<file path="src/rtl/elev_pkg.sv">
// elev_pkg: shared constants, request encodings and FSM state type
// for the elevator scheduler (elev_scheduler, elev_req_table).
package elev_pkg;

  localparam int NUM_FLOORS_DEF = 8;
  localparam int FLOOR_W        = 3;

  localparam logic [1:0] REQ_IN   = 2'd0;
  localparam logic [1:0] REQ_UP   = 2'd1;
  localparam logic [1:0] REQ_DOWN = 2'd2;

  typedef enum logic [1:0] {
    ST_IDLE = 2'd0,
    ST_MOVE = 2'd1,
    ST_DOOR = 2'd2
  } state_t;

  function automatic int max3(input int a, input int b, input int c);
    int m;
    m = (a > b) ? a : b;
    return (m > c) ? m : c;
  endfunction

endpackage

</file>
<file path="src/rtl/elev_req_table.sv">
// elev_req_table: pending request bitmaps (inside / hall up / hall down),
// set/clear update and above/below/here summaries around one floor.
// Ports: clk, reset; i_set_* new request; i_home_set forces inside-0;
//   i_clr_* clear at one floor; i_eval_floor reference floor;
//   o_pend_* bitmaps; o_above/o_below any bit strictly above/below;
//   o_here_* bits at the reference floor.
module elev_req_table
  import elev_pkg::*;
#(
  parameter int NUM_FLOORS = NUM_FLOORS_DEF
) (
  input  logic                  clk,
  input  logic                  reset,
  input  logic                  i_set_en,
  input  logic [FLOOR_W-1:0]    i_set_floor,
  input  logic [1:0]            i_set_type,
  input  logic                  i_home_set,
  input  logic                  i_clr_en,
  input  logic [FLOOR_W-1:0]    i_clr_floor,
  input  logic                  i_clr_in,
  input  logic                  i_clr_up,
  input  logic                  i_clr_down,
  input  logic [FLOOR_W-1:0]    i_eval_floor,
  output logic [NUM_FLOORS-1:0] o_pend_in,
  output logic [NUM_FLOORS-1:0] o_pend_up,
  output logic [NUM_FLOORS-1:0] o_pend_down,
  output logic                  o_above,
  output logic                  o_below,
  output logic                  o_here_in,
  output logic                  o_here_up,
  output logic                  o_here_down
);

  logic [NUM_FLOORS-1:0] r_in, r_up, r_down;
  logic [NUM_FLOORS-1:0] w_set_in, w_set_up, w_set_down;
  logic [NUM_FLOORS-1:0] w_clr_in, w_clr_up, w_clr_down;
  logic [NUM_FLOORS-1:0] w_any;

  always_comb begin
    w_set_in    = '0;
    w_set_up    = '0;
    w_set_down  = '0;
    w_clr_in    = '0;
    w_clr_up    = '0;
    w_clr_down  = '0;
    o_above     = 1'b0;
    o_below     = 1'b0;
    o_here_in   = 1'b0;
    o_here_up   = 1'b0;
    o_here_down = 1'b0;
    w_any       = r_in | r_up | r_down;
    for (int i = 0; i < NUM_FLOORS; i++) begin
      if (i_set_en && int'(i_set_floor) == i) begin
        unique case (1'b1)
          i_set_type == REQ_IN:   w_set_in[i]   = 1'b1;
          i_set_type == REQ_UP:   w_set_up[i]   = 1'b1;
          i_set_type == REQ_DOWN: w_set_down[i] = 1'b1;
          default: ;
        endcase
      end
      if (i_clr_en && int'(i_clr_floor) == i) begin
        w_clr_in[i]   = i_clr_in;
        w_clr_up[i]   = i_clr_up;
        w_clr_down[i] = i_clr_down;
      end
      if (i > int'(i_eval_floor))
        o_above = o_above | w_any[i];
      if (i < int'(i_eval_floor))
        o_below = o_below | w_any[i];
      if (i == int'(i_eval_floor)) begin
        o_here_in   = r_in[i];
        o_here_up   = r_up[i];
        o_here_down = r_down[i];
      end
    end
    if (i_home_set)
      w_set_in[0] = 1'b1;
  end

  // A set landing on a bit being cleared wins.
  always_ff @(posedge clk) begin
    if (reset) begin
      r_in   <= '0;
      r_up   <= '0;
      r_down <= '0;
    end else begin
      r_in   <= (r_in & ~w_clr_in) | w_set_in;
      r_up   <= (r_up & ~w_clr_up) | w_set_up;
      r_down <= (r_down & ~w_clr_down) | w_set_down;
    end
  end

  assign o_pend_in   = r_in;
  assign o_pend_up   = r_up;
  assign o_pend_down = r_down;

endmodule

</file>
<file path="src/rtl/elev_scheduler.sv">
// elev_scheduler: single-car collective elevator controller (IDLE/MOVE/DOOR).
// Ports: clk, reset (sync, high); req_valid/req_floor/req_type request strobe;
//   cur_floor, dir, moving, door_open, arrived; pend_in/up/down bitmaps.
// Option: define IDLE_RETURN_EN to send an idle car home to floor 0.
module elev_scheduler
  import elev_pkg::*;
#(
  parameter int NUM_FLOORS    = NUM_FLOORS_DEF,
  parameter int TRAVEL_CYCLES = 4,
  parameter int DOOR_CYCLES   = 8,
  parameter int IDLE_TIMEOUT  = 64
) (
  input  logic                  clk,
  input  logic                  reset,
  input  logic                  req_valid,
  input  logic [FLOOR_W-1:0]    req_floor,
  input  logic [1:0]            req_type,
  output logic [FLOOR_W-1:0]    cur_floor,
  output logic                  dir,
  output logic                  moving,
  output logic                  door_open,
  output logic                  arrived,
  output logic [NUM_FLOORS-1:0] pend_in,
  output logic [NUM_FLOORS-1:0] pend_up,
  output logic [NUM_FLOORS-1:0] pend_down
);

  localparam int CNT_W =
    $clog2(max3(TRAVEL_CYCLES, DOOR_CYCLES, IDLE_TIMEOUT)) + 1;
  localparam logic [CNT_W-1:0] TRAVEL_LAST = CNT_W'(TRAVEL_CYCLES - 1);
  localparam logic [CNT_W-1:0] DOOR_LAST   = CNT_W'(DOOR_CYCLES - 1);

  state_t             r_state;
  logic [FLOOR_W-1:0] r_floor;
  logic               r_dir;
  logic               r_moving;
  logic               r_door;
  logic               r_arrived;
  logic [CNT_W-1:0]   r_cnt;

  logic               w_req_ok;
  logic               w_step;
  logic [FLOOR_W-1:0] w_next_floor;
  logic [FLOOR_W-1:0] w_eval;
  logic               w_above, w_below;
  logic               w_ahead, w_behind;
  logic               w_h_in, w_h_up, w_h_down;
  logic               w_serve, w_here, w_any;
  logic               w_reopen, w_set_en;
  logic               w_enter_door;
  logic               w_home;

  always_comb begin
    w_req_ok = 1'b0;
    if (req_valid && int'(req_floor) < NUM_FLOORS) begin
      unique case (1'b1)
        req_type == REQ_IN:   w_req_ok = 1'b1;
        req_type == REQ_UP:   w_req_ok = int'(req_floor) != NUM_FLOORS - 1;
        req_type == REQ_DOWN: w_req_ok = req_floor != '0;
        default:              w_req_ok = 1'b0;
      endcase
    end
  end

  // On the stepping cycle everything is judged at the floor being entered.
  assign w_step       = (r_state == ST_MOVE) && (r_cnt == TRAVEL_LAST);
  assign w_next_floor = r_dir ? r_floor + FLOOR_W'(1)
                              : r_floor - FLOOR_W'(1);
  assign w_eval       = w_step ? w_next_floor : r_floor;

  assign w_ahead  = r_dir ? w_above : w_below;
  assign w_behind = r_dir ? w_below : w_above;
  assign w_here   = w_h_in | w_h_up | w_h_down;
  assign w_any    = |{pend_in, pend_up, pend_down};
  assign w_serve  = w_h_in
                  | (r_dir ? w_h_up : w_h_down)
                  | ((r_dir ? w_h_down : w_h_up) & ~w_ahead);

  // A call the open door already answers just holds the door.
  assign w_reopen = (r_state == ST_DOOR) && w_req_ok
                  && (req_floor == r_floor)
                  && ((req_type == REQ_IN) || !w_ahead
                      || (r_dir ? (req_type == REQ_UP)
                                : (req_type == REQ_DOWN)));
  assign w_set_en = w_req_ok && !w_reopen;

  assign w_enter_door = ((r_state == ST_IDLE) && (w_serve || w_here))
                      || (w_step && w_serve);

`ifdef IDLE_RETURN_EN
  localparam logic [CNT_W-1:0] IDLE_LAST = CNT_W'(IDLE_TIMEOUT - 1);
  logic [CNT_W-1:0] r_idle;
  logic             w_idle_cnt;

  assign w_idle_cnt = (r_state == ST_IDLE) && !w_any
                    && (r_floor != '0) && !req_valid;
  assign w_home     = w_idle_cnt && (r_idle == IDLE_LAST);

  always_ff @(posedge clk) begin
    if (reset || !w_idle_cnt || w_home)
      r_idle <= '0;
    else
      r_idle <= r_idle + CNT_W'(1);
  end
`else
  assign w_home = 1'b0;
`endif

  elev_req_table #(
    .NUM_FLOORS (NUM_FLOORS)
  ) u_table (
    .clk          (clk),
    .reset        (reset),
    .i_set_en     (w_set_en),
    .i_set_floor  (req_floor),
    .i_set_type   (req_type),
    .i_home_set   (w_home),
    .i_clr_en     (w_enter_door),
    .i_clr_floor  (w_eval),
    .i_clr_in     (1'b1),
    .i_clr_up     (r_dir | ~w_ahead),
    .i_clr_down   (~r_dir | ~w_ahead),
    .i_eval_floor (w_eval),
    .o_pend_in    (pend_in),
    .o_pend_up    (pend_up),
    .o_pend_down  (pend_down),
    .o_above      (w_above),
    .o_below      (w_below),
    .o_here_in    (w_h_in),
    .o_here_up    (w_h_up),
    .o_here_down  (w_h_down)
  );

  always_ff @(posedge clk) begin
    if (reset) begin
      r_state   <= ST_IDLE;
      r_floor   <= '0;
      r_dir     <= 1'b1;
      r_moving  <= 1'b0;
      r_door    <= 1'b0;
      r_arrived <= 1'b0;
      r_cnt     <= '0;
    end else begin
      r_arrived <= 1'b0;
      unique case (r_state)
        ST_IDLE: begin
          r_cnt <= '0;
          if (w_enter_door) begin
            r_state   <= ST_DOOR;
            r_door    <= 1'b1;
            r_arrived <= 1'b1;
            if (!w_ahead)
              r_dir <= ~r_dir;
          end else if (w_any) begin
            r_state  <= ST_MOVE;
            r_moving <= 1'b1;
            if (!w_ahead)
              r_dir <= ~r_dir;
          end
        end
        ST_MOVE: begin
          if (w_step) begin
            r_floor <= w_next_floor;
            r_cnt   <= '0;
            if (w_enter_door) begin
              r_state   <= ST_DOOR;
              r_moving  <= 1'b0;
              r_door    <= 1'b1;
              r_arrived <= 1'b1;
              if (!w_ahead)
                r_dir <= ~r_dir;
            end
          end else begin
            r_cnt <= r_cnt + CNT_W'(1);
          end
        end
        ST_DOOR: begin
          if (w_reopen) begin
            r_cnt <= '0;
          end else if (r_cnt == DOOR_LAST) begin
            r_cnt  <= '0;
            r_door <= 1'b0;
            if (w_ahead) begin
              r_state  <= ST_MOVE;
              r_moving <= 1'b1;
            end else if (w_behind) begin
              r_state  <= ST_MOVE;
              r_moving <= 1'b1;
              r_dir    <= ~r_dir;
            end else begin
              r_state <= ST_IDLE;
            end
          end else begin
            r_cnt <= r_cnt + CNT_W'(1);
          end
        end
        default: r_state <= ST_IDLE;
      endcase
    end
  end

  assign cur_floor = r_floor;
  assign dir       = r_dir;
  assign moving    = r_moving;
  assign door_open = r_door;
  assign arrived   = r_arrived;

endmodule

</file>
<file path="config.mk">
export PLATFORM = sky130hd
export DESIGN_NAME = elev_scheduler
export DESIGN_NICKNAME = d
export VERILOG_FILES = /design/src/rtl/elev_pkg.sv /design/src/rtl/elev_req_table.sv /design/src/rtl/elev_scheduler.sv
export SDC_FILE = /design/constraint.sdc
export NUM_CORES = 1
export LEC_CHECK = 0
export ABC_AREA = 1
export CAP_MARGIN = 15
export CELL_PAD_IN_SITES_DETAIL_PLACEMENT = 2
export CELL_PAD_IN_SITES_GLOBAL_PLACEMENT = 2
export CORE_UTILIZATION = 30
export DETAILED_ROUTE_END_ITERATION = 7
export PLACE_DENSITY = 0.85
export SYNTH_ARGS = -nofsm -noshare
export SYNTH_HDL_FRONTEND = slang
export SYNTH_HIERARCHICAL = 1
export SYNTH_SLANG_ARGS = --single-unit
</file>
<file path="constraint.sdc">
create_clock -name clk -period 4.43 [get_ports clk]
set_input_delay 0.886 -clock clk [delete_from_list [all_inputs] [get_ports clk]]
set_output_delay 0.886 -clock clk [all_outputs]
set_load 0.005 [all_outputs]
</file>
## Yosys cells after proc, flatten, opt, wreduce, memory -nomap -nowiden

Cells that the tools add are included.

| storage, ports and cells | value |
|---|---|
| bits in registers | 40 |
| logic and storage cells | 276 |
| output and inout port bits | 31 |
| input bits | 8 |

| cells by class | value |
|---|---|
| equality and inequality tests | 39 |
| bitwise logic cells | 32 |
| order comparisons | 14 |
| mux-type cells | 138 |
| add/subtract/negate cells | 3 |
| reductions and logical operators | 40 |

Operators by type and width:

| kind | count |
|---|---|
| 1-bit two-way mux | 120 |
| 8-bit OR | 5 |
| 8-bit AND | 3 |
| 3-bit == test, second input constant | 8 |
| 8-bit NOT | 3 |
| 24-bit OR reduction | 1 |
| 1-bit logical AND | 23 |
| 7-bit two-way mux | 3 |
| 7-bit case mux with 3 select lines | 1 |
| 1-bit OR | 18 |
| 8-bit AND reduction | 2 |
| 3-bit by 2-bit == test with 1-bit output, second input constant | 4 |
| 3-bit == test, first input constant | 4 |
| 3-bit > comparator, first input constant | 4 |
| 2-bit two-way mux | 6 |
| 2-bit inequality test, second input constant | 6 |
| 1-bit case mux with 3 select lines | 4 |
| 3-bit less-than comparator, first input constant | 3 |
| 7-bit by 1-bit adder with 7-bit output, second input constant | 1 |
| 7-bit by 2-bit == test with 1-bit output, second input constant | 1 |
| 7-bit by 3-bit == test with 1-bit output, second input constant | 1 |
| 2-bit by 3-bit == test with 1-bit output, first input constant | 2 |
| 3-bit by 1-bit == test with 1-bit output, second input constant | 2 |
| 2-bit by 3-bit > comparator with 1-bit output, first input constant | 2 |
| other kinds (25) | 39 |

## Longest topological paths before layout

Gate-level depths: netlist of the first run.

| logic depth | value |
|---|---|
| depth in word-level cells | 29 |
| depth in mapped cells | 33 |
| mapped depth without buffers | 33 |

## By module

The synthesis of the first run kept the hierarchy.

Modules (own cells, without submodules):

| module | instances | cells each | area each (µm²) |
|---|---|---|---|
| elev_scheduler | 1 | 228 | 1463.9 |
| elev_req_table | 1 | 218 | 1368.8 |

## Worst setup path before layout of the first run

Ideal clock, no wire load.

| timing path | value |
|---|---|
| kind | reg-to-reg |
| from | register r_state[1] |
| to | register u_table.r_in[0] (netlist: u_table/o_pend_in[0]) |
| slack | 1.145 ns |
| clock period less this slack | 3.285 ns |
| data required time | 4.356 ns |
| cell stages (with the launch flop) | 21 |
| buffers on the path | 0 |
| library setup time | 0.074 ns |
| arrival | 3.210 ns |
| path through | dfxtp_1 -> inv_1 -> ha_1 -> nand3_2 -> xor2_1 -> nor2_1 -> o21ai_0 -> a21oi_1 -> o221ai_1 -> nand2_8 -> nand2_4 -> nand2_2 -> nand3_4 -> nand2_1 -> inv_1 -> inv_1 -> nor2_1 -> inv_2 -> nor2_1 -> nand2_1 -> a31oi_1 |

RTL lines:

| element | line | source |
|---|---|---|
| from (decl) | elev_scheduler.sv:33 | `state_t r_state;` |
| from (signal assigned) | elev_scheduler.sv:136 | `r_state <= ST_IDLE;` |
| from (signal assigned) | elev_scheduler.sv:149 | `r_state <= ST_DOOR;` |
| from (signal assigned) | elev_scheduler.sv:155 | `r_state <= ST_MOVE;` |
| 2-bit by 1-bit == test with 1-bit output (*) | elev_scheduler.sv:66 | `assign w_step = (r_state == ST_MOVE) && (r_cnt == TRAVEL_LAST);` |
| 1-bit logical AND (*) | elev_scheduler.sv:66 |  |
| 3-bit two-way mux (*) | - |  |
| via w_eval[0] | elev_scheduler.sv:44 | `logic [FLOOR_W-1:0] w_eval;` |
| 1-bit by 3-bit less-than comparator with 1-bit output | elev_req_table.sv:68 | `if (i < int'(i_eval_floor))` |
| 1-bit two-way mux | elev_req_table.sv:68 |  |
| 1-bit OR | elev_req_table.sv:69 | `o_below = o_below \| w_any[i];` |
| 1-bit two-way mux | elev_req_table.sv:68 |  |
| (+10 left out) | - |  |
| via w_below | elev_scheduler.sv:45 | `logic w_above, w_below;` |
| (+3 left out) | - |  |
| 1-bit logical OR (*) | elev_scheduler.sv:83 | `\|\| (r_dir ? (req_type == REQ_UP)` |
| 1-bit logical AND (*) | elev_scheduler.sv:82 | `&& ((req_type == REQ_IN) \|\| !w_ahead` |
| 1-bit logical NOT (*) | elev_scheduler.sv:85 | `assign w_set_en = w_req_ok && !w_reopen;` |
| 1-bit logical AND (*) | elev_scheduler.sv:85 |  |
| via w_set_en | elev_scheduler.sv:49 | `logic w_reopen, w_set_en;` |
| 1-bit logical AND (*) | elev_req_table.sv:53 | `if (i_set_en && int'(i_set_floor) == i) begin` |
| 1-bit two-way mux (*) | elev_req_table.sv:53 |  |
| 8-bit OR (*) | elev_req_table.sv:87 | `r_in <= (r_in & ~w_clr_in) \| w_set_in;` |
| to (signal assigned) | elev_req_table.sv:87 |  |
| to (decl) | elev_req_table.sv:34 | `logic [NUM_FLOORS-1:0] r_in, r_up, r_down;` |

The timed path passes the listed nets; every way through them passes the cells marked *.
A chain may end at the register's enable or synchronous reset.

## Worst setup path in the final report of the first run

| timing path | value |
|---|---|
| from | register r_state[1] |
| to | register u_table.r_up[2] (netlist: u_table/o_pend_up[2]) |

RTL lines:

| element | line | source |
|---|---|---|
| 2-bit by 1-bit == test with 1-bit output (*) | elev_scheduler.sv:66 |  |
| 1-bit logical AND (*) | elev_scheduler.sv:66 |  |
| 3-bit two-way mux (*) | - |  |
| via w_eval[1] | elev_scheduler.sv:44 |  |
| 1-bit by 3-bit > comparator with 1-bit output | elev_req_table.sv:66 | `if (i > int'(i_eval_floor))` |
| 1-bit two-way mux | elev_req_table.sv:66 |  |
| 1-bit OR | elev_req_table.sv:67 | `o_above = o_above \| w_any[i];` |
| 1-bit two-way mux | elev_req_table.sv:66 |  |
| (+10 left out) | - |  |
| via w_above | elev_scheduler.sv:45 |  |
| (+3 left out) | - |  |
| 1-bit logical OR (*) | elev_scheduler.sv:83 |  |
| 1-bit logical AND (*) | elev_scheduler.sv:82 |  |
| 1-bit logical NOT (*) | elev_scheduler.sv:85 |  |
| 1-bit logical AND (*) | elev_scheduler.sv:85 |  |
| via w_set_en | elev_scheduler.sv:49 |  |
| 1-bit logical AND (*) | elev_req_table.sv:53 |  |
| 1-bit two-way mux (*) | elev_req_table.sv:53 |  |
| 8-bit OR (*) | elev_req_table.sv:88 | `r_up <= (r_up & ~w_clr_up) \| w_set_up;` |
| to (signal assigned) | elev_req_table.sv:88 |  |
| to (decl) | elev_req_table.sv:34 |  |

Marked as above.

==> results of run 1 <==
## layer usage
metal,part of all wire,global-route usage,up-vias,routed length [µm]
li1,-,-,1505,-
met1,0.47,0.314,1594,5210
met2,0.49,0.422,63,5430
met3,0.039,0.0295,8,441
met4,0.0081,0.0452,0,91
met5,0,0,-,0
## logic make-up (layout without fill, tap and decap cells)
| family | Yosys count | count (layout) |
|---|---|---|
| xor gates and xnor gates | 6 | 6 |
| DFF | 40 | 40 |
| AOI/OAI and AO/OA | 85 | 85 |
| other | 2 | 2 |
| buffers and inverters | 70 | 114 |
| adders and majority gates | 6 | 6 |
| and+or+nand+nor | 237 | 237 |
## worst register-to-register path: cells and delay by family, from the launching register on
family | cells | cell delay (ns)
AND/OR/NAND/NOR | 22 | 2.20
buffers and inverters | 7 | 0.77
flip-flops | 1 | 0.45
AO/OA/AOI/OAI | 2 | 0.32
adder cells (fa/ha/maj) | 1 | 0.30
## state kept, by name, summed over array words and instances, names as in the netlist
signal,flops
u_table/o_pend_down,8
u_table/o_pend_in,8
dir,1
r_state,2
cur_floor,3
r_cnt,7
moving,1
u_table/o_pend_up,8
arrived,1
door_open,1
## where the power goes
group / total [W] / switching, W / leakage (nW) / internal (W)
registers: 0.000415 / 0.0000292 / 0.324 / 0.000386
logic: 0.000451 / 0.000287 / 1.06 / 0.000164
clock network: 0.000266 / 0.000154 / 0.0404 / 0.000112
## stage by stage
stage / area, µm² / hold slack [ns] / worst slack [ns] / total power [W]
after floorplan: 2830 / 0.445 / 1.15 / 0.000739
after global placement: 3350 / 0.455 / 0.658 / 0.000853
after detailed placement: 3350 / 0.463 / 0.301 / 0.000873
after CTS: 3440 / 0.480 / 0.197 / 0.00114
after global routing: 3450 / 0.519 / 0.00126 / 0.00121
final: 3450 / 0.475 / 0.280 / 0.00113
## synthesized netlist by cell type, types with 4 or more instances
| master | count | area share |
|---|---|---|
| nand3_1 | 14 | 0.025 |
| nand4_1 | 5 | 0.011 |
| a21oi_1 | 35 | 0.062 |
| nand2_1 | 122 | 0.16 |
| clkbuf_1 | 4 | 0.0053 |
| inv_2 | 9 | 0.012 |
| dfxtp_1 | 40 | 0.28 |
| xor2_1 | 4 | 0.012 |
| nand2_2 | 6 | 0.013 |
| o31ai_1 | 4 | 0.011 |
| ha_1 | 5 | 0.022 |
| inv_1 | 54 | 0.072 |
| nor2_2 | 5 | 0.011 |
| o21ai_0 | 32 | 0.057 |
| a31oi_1 | 4 | 0.0088 |
| nor2_1 | 56 | 0.074 |
| nor3_1 | 8 | 0.014 |
| nand2_4 | 5 | 0.020 |
## how the worst min path moves through the flow
| stage | startpoint | endpoint | slack (ns) |
|---|---|---|---|
| after CTS | door_open | door_open | 0.48 |
| final | door_open | door_open | 0.48 |
| after global placement | r_cnt[6] | r_cnt[6] | 0.46 |
| after global routing | r_cnt[6] | r_cnt[6] | 0.52 |
| after floorplan | r_cnt[6] | r_cnt[6] | 0.45 |
| after detailed placement | door_open | door_open | 0.46 |
## area by class of cell
class / count / area [µm²]
clock buffer: 5 / 68.8
clock inverter: 3 / 23.8
fill: 1166 / 5750
inverter: 65 / 254
multi-input combinational: 336 / 1760
sequential: 40 / 801
tap: 111 / 139
timing repair buffer: 41 / 403
## cell usage in the layout, fill, tap and decap left out, drive strengths merged
master	instances
clkinvlp	2
a31oi	4
o221ai	1
inv	65
nand3	18
o21bai	2
ha	5
xnor2	2
or2	2
o21ai	35
xor2	4
a221oi	3
dfxtp	40
nor3	9
nand2	134
nor2	66
buf	3
fa	1
nand4	5
clkbuf	5
a21oi	35
nand3b	3
clkinv	1
conb	2
o22ai	1
o31ai	4
clkdlybuf4s50	38
## repair_timing
action | in CTS | in global routing
setup endpoints to repair | 0 | 5
setup buffers | 0 | 0
resized for setup | 0 | 1
hold buffers | 0 | 0
endpoints found under the hold margin | 0 | 0
==> reports/metrics.cfg, run 1 <==
[status]
status=finished, final reports clean

[timing]
tns_ns=0
rsz0062_at_grt=no
setup_viol=0
clock_skew_ns=0.0138
tightest_slew_ns=0.738
hold_viol_final=0
fmax_mhz=241
slew_headroom=0.507
maxSlewViolCount=0
finalCritPeriodShare=0.937
finalCriticalPeriod_ns=4.15

[power_and_ir_drop]
vdd_drop_max_mv=0.129
cellLeakagePower_nw=1.43
p_per_area_nw_per_um2=328

[grt]
gr-usage-all-layers=0.239
first_global_vias=3351
grt_overflow=0
grt_start_max_net_pins=19
grt_pass1_wl_mm=18.2
grt_antenna_before_repair=0

[route]
dr.first_iter.drc_count=140
final_antenna_net_count=0
vias_per_cell=5.27
dr_total_vias=3170
wl_per_cell_um=18.6
drt_pass1_iterations=4
drc_errors=0
totalWireLength_mm=11.2

[clocking]
cts_tree=yes
ctsLongestPathBuffers=2
root_buffer=clkbuf_8
numCtsBuffers=5
h-tree-depth=2
path_clk_slew_ns=0.10
clock_latency_ns=0.31
cts.sinks=40

[floorplan]
fp.dieH_um=99.2
coreArea_um2=9200
die_w_um=99.2
die_area_um2=9830
num_rows=35
initial_core_util=0.308
io_pins=39

[yosys]
synthesis.nets=460
yosys_warnings=6
synthArstFlopShare=0
synthCells=446
synth_cell_types=39
synth_fa_ha_area_frac=0.0292
synth_top_family_by_area=simple AND/OR/NAND/NOR gates
seq_area_frac_synth=0.283
ys_seq_elements=40
synth_xor_area_frac=0.0186
avgSynthCellArea_um2=6.35
synth_edf_count=0
synthFlopType=dfxtp_1
synth_compound_area_frac=0.167
netlist_area_um2=2830
synth_simple_gate_area_frac=0.401
synth_mux_area_frac=0

[worst_setup_path]
critPathCapture=u_table/o_pend_up[2]
max_stage_delay_ns=0.45
crit_cells=32
cp-start-kind=register
arrival_ns=4.37
end_kind=register
required_ns=4.65
slowest_stage=dfxtp_1
worst-path-buf-inv=7
worstReg2RegStart=r_state[1]
r2r-end=u_table/o_pend_up[2]
regToRegSetupSlack_ns=0.28
cp_common_cell=nand2_1
crit_fanout=7
crit_type=register to register
r2r_cells=32
cp-startpoint=r_state[1]
path_delay_family=simple AND/OR/NAND/NOR gates

[cells_and_area]
final_util=0.375
drive_gt1_frac=0.106
synthToLayoutAreaGrowth_pct=21.7
stdcell_count=601
n_antenna_cell=0
nets=503

[job]
maxCapViolCount=0

[min_path]
holdCritPathClass=register to register
holdPathStages=2

[place]
dpl.cell_count=593
globalplace.congestion=0.844
port_buffers=38
dp_hpwl_mm=8.82

(Power assumes the default switching activity.)
==> run 2: changes to the inputs <==
--- a/config.mk
+++ b/config.mk
@@ -9,6 +9,7 @@
 export CAP_MARGIN = 15
 export CELL_PAD_IN_SITES_DETAIL_PLACEMENT = 2
 export CELL_PAD_IN_SITES_GLOBAL_PLACEMENT = 2
+export CORE_MARGIN = 8
 export CORE_UTILIZATION = 30
 export DETAILED_ROUTE_END_ITERATION = 7
 export PLACE_DENSITY = 0.85
==> run 2 against run 1 <==
  * Total power is 7.3% higher
  * Sequential power hardly changed
  * Sequential share of layout area is 0.28 points lower
  * Flip-flop and latch count stayed put
  * Register-to-register slack better by 0.04 ns
  * Clock power is 21% higher
==> reports/metrics.cfg, run 2 (synthesized netlist as in run 1, its figures left out) <==
[clocking]
numCtsBuffers=5
path_clk_slew_ns=0.10
root_buffer=clkbuf_8
cts_tree=yes
ctsHoldBuffers=0
h-tree-depth=2
ctsLongestPathBuffers=2
clock_latency_ns=0.31
cts.sinks=40

[timing]
fmax_mhz=243
finalCriticalPeriod_ns=4.11
maxSlewViolCount=0
tns_ns=0
setup_viol=0
setup_ws_ns=0.322
tightest_slew_ns=0.684
hold_viol_final=0
clock_skew_ns=0.00893
rsz0062_at_grt=no
slew_headroom=0.542
finalCritPeriodShare=0.927

[place]
port_buffers=38
dpl.cell_count=595
dp_hpwl_mm=9.09
pre_cts_ws_ns=0.389
dpl-instance-area_um2=3360
globalplace.congestion=0.842

[worst_setup_path]
slowest_stage=dfxtp_1
end_kind=register
cp-startpoint=r_state[1]
worstReg2RegStart=r_state[1]
cp_common_cell=nand2_1
max_stage_delay_ns=0.47
crit_type=register to register
arrival_ns=4.27
cp-start-kind=register
crit_fanout=7
required_ns=4.59
crit_chain=inv_1 > ha_1 > inv_1 > nor2_2 > or2_2 > o21ai_0 > inv_1 > inv_2 > nand2_1 > nor2_2 > o21ai_0 > a21oi_1 > o221ai_2 > nand2_8 > nand3_1 > nand2_1 > nand2_1 > nand2_1 > inv_1 > nor2_1 > nand2_1 > o21ai_0 > a21oi_1
regToRegSetupSlack_ns=0.32

[route]
final_antenna_net_count=0
totalWireLength_mm=11.8
vias_per_cell=5.29
drt_pass1_iterations=4
drc_errors=0
wl_per_cell_um=19.6
dr.first_iter.drc_count=115
dr_total_vias=3187

[power_and_ir_drop]
cellLeakagePower_nw=1.45
finalPower_w=0.00121
vdd_drop_max_mv=0.168
p_per_area_nw_per_um2=348

[floorplan]
initial_core_util=0.308
die_w_um=113
fp.dieH_um=113
coreArea_um2=9200
die_area_um2=12800
num_rows=35
io_pins=39

[cells_and_area]
drive_gt1_frac=0.114
synthToLayoutAreaGrowth_pct=23.2
stdcell_count=603
nets=505
layout_common_cells=nand2_1, inv_1, nor2_1, dfxtp_1, clkdlybuf4s50_1
final_area_um2=3490
n_antenna_cell=0
layout_commonest_cell=nand2_1

[grt]
first_global_vias=3537
grt_pass1_wl_mm=19.5
gr-usage-all-layers=0.190
grt_antenna_before_repair=0
grt_overflow=0
grt_start_max_net_pins=17

[min_path]
holdCritPathClass=register to register
min_from=r_cnt[6]

[job]
maxCapViolCount=0

[status]
status=finished, final reports clean

[run 2: cell types whose count changed in the layout (fill, tap and decap cells not counted), sizes merged]
cell      change
clkinvlp      -1
bufinv        +1
buf           +2
inv           +1
clkinv        -1
[run 2: worst paths after layout]
| check | depth (start not counted) | end |
|---|---|---|
| setup / recovery | 23 | u_table/o_pend_in[3] |
| hold / removal | 2 | r_cnt[6] |
| setup reg to reg | 23 | u_table/o_pend_in[3] |
| hold reg to reg | 2 | r_cnt[6] |
[run 2: area by class of cell]
type | count | area [µm²]
fill | 1142 | 5710
multi-input combinational | 336 | 1760
sequential | 40 | 801
timing repair buffer | 43 | 418
inverter | 65 | 254
tap | 111 | 139
clock buffer | 5 | 68.8
clock inverter | 3 | 46.3
[run 2: power breakdown]
group	internal, W	switching [W]	total [W]
Combinational	0.000166	0.000308	0.000474
Clock	0.000170	0.000153	0.000323
Sequential	0.000386	0.0000313	0.000417
Total	0.000721	0.000493	0.00121
[run 2: timing repair]
action                                  CTS  global route
setup buffers                             0             0
resized for setup                         0             3
endpoints found under the setup margin    0            15
[run 2: critical path: cells and delay by family (launching register included)]
kind | cells | cell delay (ns)
AO/OA/AOI/OAI | 6 | 0.98
adder cells (fa/ha/maj) | 1 | 0.31
buffers and inverters | 5 | 0.61
flip-flops | 1 | 0.47
AND/OR/NAND/NOR | 11 | 1.59
[run 2: stage by stage]
| step | hold slack (ns) | utilization |
|---|---|---|
| floorplan | 0.445 | - |
| global placement | 0.453 | 0.366 |
| detailed placement | 0.461 | 0.366 |
| CTS | 0.498 | 0.378 |
| global route | 0.518 | 0.379 |
| finish | 0.496 | 0.379 |
[run 2: per-layer routing]
metal  vias up  GRT usage  wire (µm)
met5         -          0          0
met4         0     0.0515        203
met3        13     0.0229        433
met2        66      0.330       5750
met1      1598      0.242       5440
li1       1510          -          -
==> run 3: changes to the inputs <==
--- a/config.mk
+++ b/config.mk
@@ -6,7 +6,7 @@
 export NUM_CORES = 1
 export LEC_CHECK = 0
 export ABC_AREA = 1
-export CAP_MARGIN = 15
+export CAP_MARGIN = 20
 export CELL_PAD_IN_SITES_DETAIL_PLACEMENT = 2
 export CELL_PAD_IN_SITES_GLOBAL_PLACEMENT = 2
 export CORE_MARGIN = 8
@@ -17,3 +17,4 @@
 export SYNTH_HDL_FRONTEND = slang
 export SYNTH_HIERARCHICAL = 1
 export SYNTH_SLANG_ARGS = --single-unit
+export TNS_END_PERCENT = 20
==> results of run 3 <==
No change in the layout: final DEF, timing and power equal those of run 2.
==> RTL change: new RTL, config.mk and constraints of run 1 <==
Change the package constant `FLOOR_W` from 3 to 6.
--- a/src/rtl/elev_pkg.sv
+++ b/src/rtl/elev_pkg.sv
@@ -3,7 +3,7 @@
 package elev_pkg;
 
   localparam int NUM_FLOORS_DEF = 8;
-  localparam int FLOOR_W        = 3;
+  localparam int FLOOR_W        = 6;
 
   localparam logic [1:0] REQ_IN   = 2'd0;
   localparam logic [1:0] REQ_UP   = 2'd1;
Interface: changed (resized cur_floor and req_floor); port bits go from 39 to 45. The function was not compared with the original's and may differ.
==> RTL change against run 1 <==
- total power increased by 3.7%
- hold slack got worse by 19 ps
- combinational power decreased by 0.9%
- global-route usage increased by 1.1 points
- design area increased by 20%
- final cell count increased by 20%
- sequential cell count increased by 3
- utilization increased by 0.57 points
- routed wire length increased by 24%
- worst setup slack improved by 96 ps
- sequential power increased by 4%
- synthesized area increased by 18%
- critical path type unchanged
- critical endpoint is now u_table/o_pend_up[7]
- largest power group unchanged
- highest routed layer unchanged
==> RTL change: results (changes against run 1) <==
critical_path_class: "register to register"  # unchanged
tightest_slew_ps: 633  # was 738 ps
endpoint: "u_table/o_pend_up[7]"  # was u_table/o_pend_up[2]
placed_area_mm2: 0.00395  # was 0.00335 mm^2
fin_skew_ps: 21.7  # was 13.8 ps
vias: 3863  # was 3170
synth_area_leaders: "dfxtp_1 26%, nand2_1 13%, inv_1 8.0%"  # was dfxtp_1 28%, nand2_1 16%, nor2_1 7.4%
grt_util_met2_pct: 45.2  # was 42.2%
reg2reg_from: "dir"  # was r_state[1]
met3_usage_pct: 3.39  # was 2.95%
insertion_delay_ps: 340  # was 310 ps
cts_max_level: 2  # unchanged
worst_ir_drop_vdd_v: 0.000142  # was 0.000129 V
reg2reg_setup_slack_ps: 380  # was 280 ps
crit_fanout: 8  # was 7
grt_max_degree: 40  # was 19
synthCells: 527  # was 446
layout.nets: 601  # was 503
cp_slowest_stage_delay_ps: 350  # was 450 ps
final.period_utilization_pct: 91.5  # was 93.7%
hpwl_um: 10700  # was 8820 um
met2_length_um: 7020  # was 5430 um
drtIter0Drc: 155  # was 140
ys_types: 41  # was 39
place_congestion: 0.863  # was 0.844
worstRegToRegCells: 28  # was 32
wl_met3_um: 389  # was 441 um
met1_usage_pct: 29.0  # was 31.4%
status: "complete, no violations"  # unchanged
post-place-ws_ps: 68.4  # was 301 ps
top_layer_used: "met4"  # unchanged
p_leak_nw: 1.74  # was 1.43 nW
yosys-top-cells-count: "120 x nand2_1, 71 x inv_1, 57 x nor2_1"  # was 122 x nand2_1, 56 x nor2_1, 54 x inv_1
grt_pass1_wl_um: 21800  # was 18200 um
antenna_found_initial: 0  # unchanged
yosysSeqAreaShare_pct: 25.8  # was 28.3%
portBuffers: 44  # was 38
min_path_type: "register to register"  # unchanged
synth_nets: 548  # was 460
grt_usage_pct: 24.9  # was 23.9%
cts_made_buffers: 5  # unchanged
wl_met1_um: 5940  # was 5210 um
layout-drive-gt1-share_pct: 13.1  # was 10.6%
grt_pass1_vias: 4128  # was 3351
dp.cells: 709  # was 593
via_per_inst: 5.36  # was 5.27
wl_um: 13800  # was 11200 um
crit_arrival_ps: 4270  # was 4370 ps
diodes: 0  # unchanged
critPathSlowestCell: "dfxtp_2"  # was dfxtp_1
[RTL change: cell types whose count changed after synthesis, sizes merged, moves of 8 or more]
cell,delta
inv,+14
a21oi,+8
nand3,+18
nand4,+24
[RTL change: critical path, delay by kind of cell, from the launching register on]
kind                     cells  cell delay (ps)
adder cells (fa/ha/maj)      1              230
buffers and inverters        2              230
XOR/XNOR                     1               90
AND/OR/NAND/NOR             20             2450
AO/OA/AOI/OAI                4              580
flip-flops                   1              350
[RTL change: area by class of cell]
type | count | area, um^2
clock inverter | 3 | 26.3
timing repair buffer | 52 | 500
tap | 140 | 175
fill | 1361 | 6720
multi-input combinational | 399 | 2190
clock buffer | 5 | 68.8
sequential | 43 | 863
inverter | 79 | 302
[RTL change: worst min path at each step]
stage | cells past startpoint | start | to | slack, ps
6_report | 2 | door_open | door_open | 460
5_1_grt | 2 | door_open | door_open | 490
4_1_cts | 2 | door_open | door_open | 460
3_5_place_dp | 2 | door_open | door_open | 450
3_3_place_gp | 2 | door_open | door_open | 440
2_1_floorplan | 2 | door_open | door_open | 440
[RTL change: cells by family (layout without fill, tap and decap cells)]
logic type / after synthesis / count (layout) / synth area share, %
buffers and inverters: 85 / 139 / 10.0
DFF: 43 / 43 / 25.8
other: 2 / 2 / 0.225
and+or+nand+nor: 290 / 290 / 43.1
xor gates and xnor gates: 8 / 8 / 2.10
adders and majority gates: 10 / 10 / 3.97
AOI/OAI and AO/OA: 89 / 89 / 14.7
[RTL change: where the power goes]
group	internal, W	total (W)	switching [W]
clock	0.000117	0.000293	0.000177
sequential	0.000409	0.000433	0.0000245
combinational	0.000158	0.000447	0.000289
[RTL change: repair_timing]
| action | CTS | global route |
|---|---|---|
| endpoints found under the setup margin | 0 | 26 |
| setup buffers | 0 | 4 |
| resized for setup | 0 | 17 |
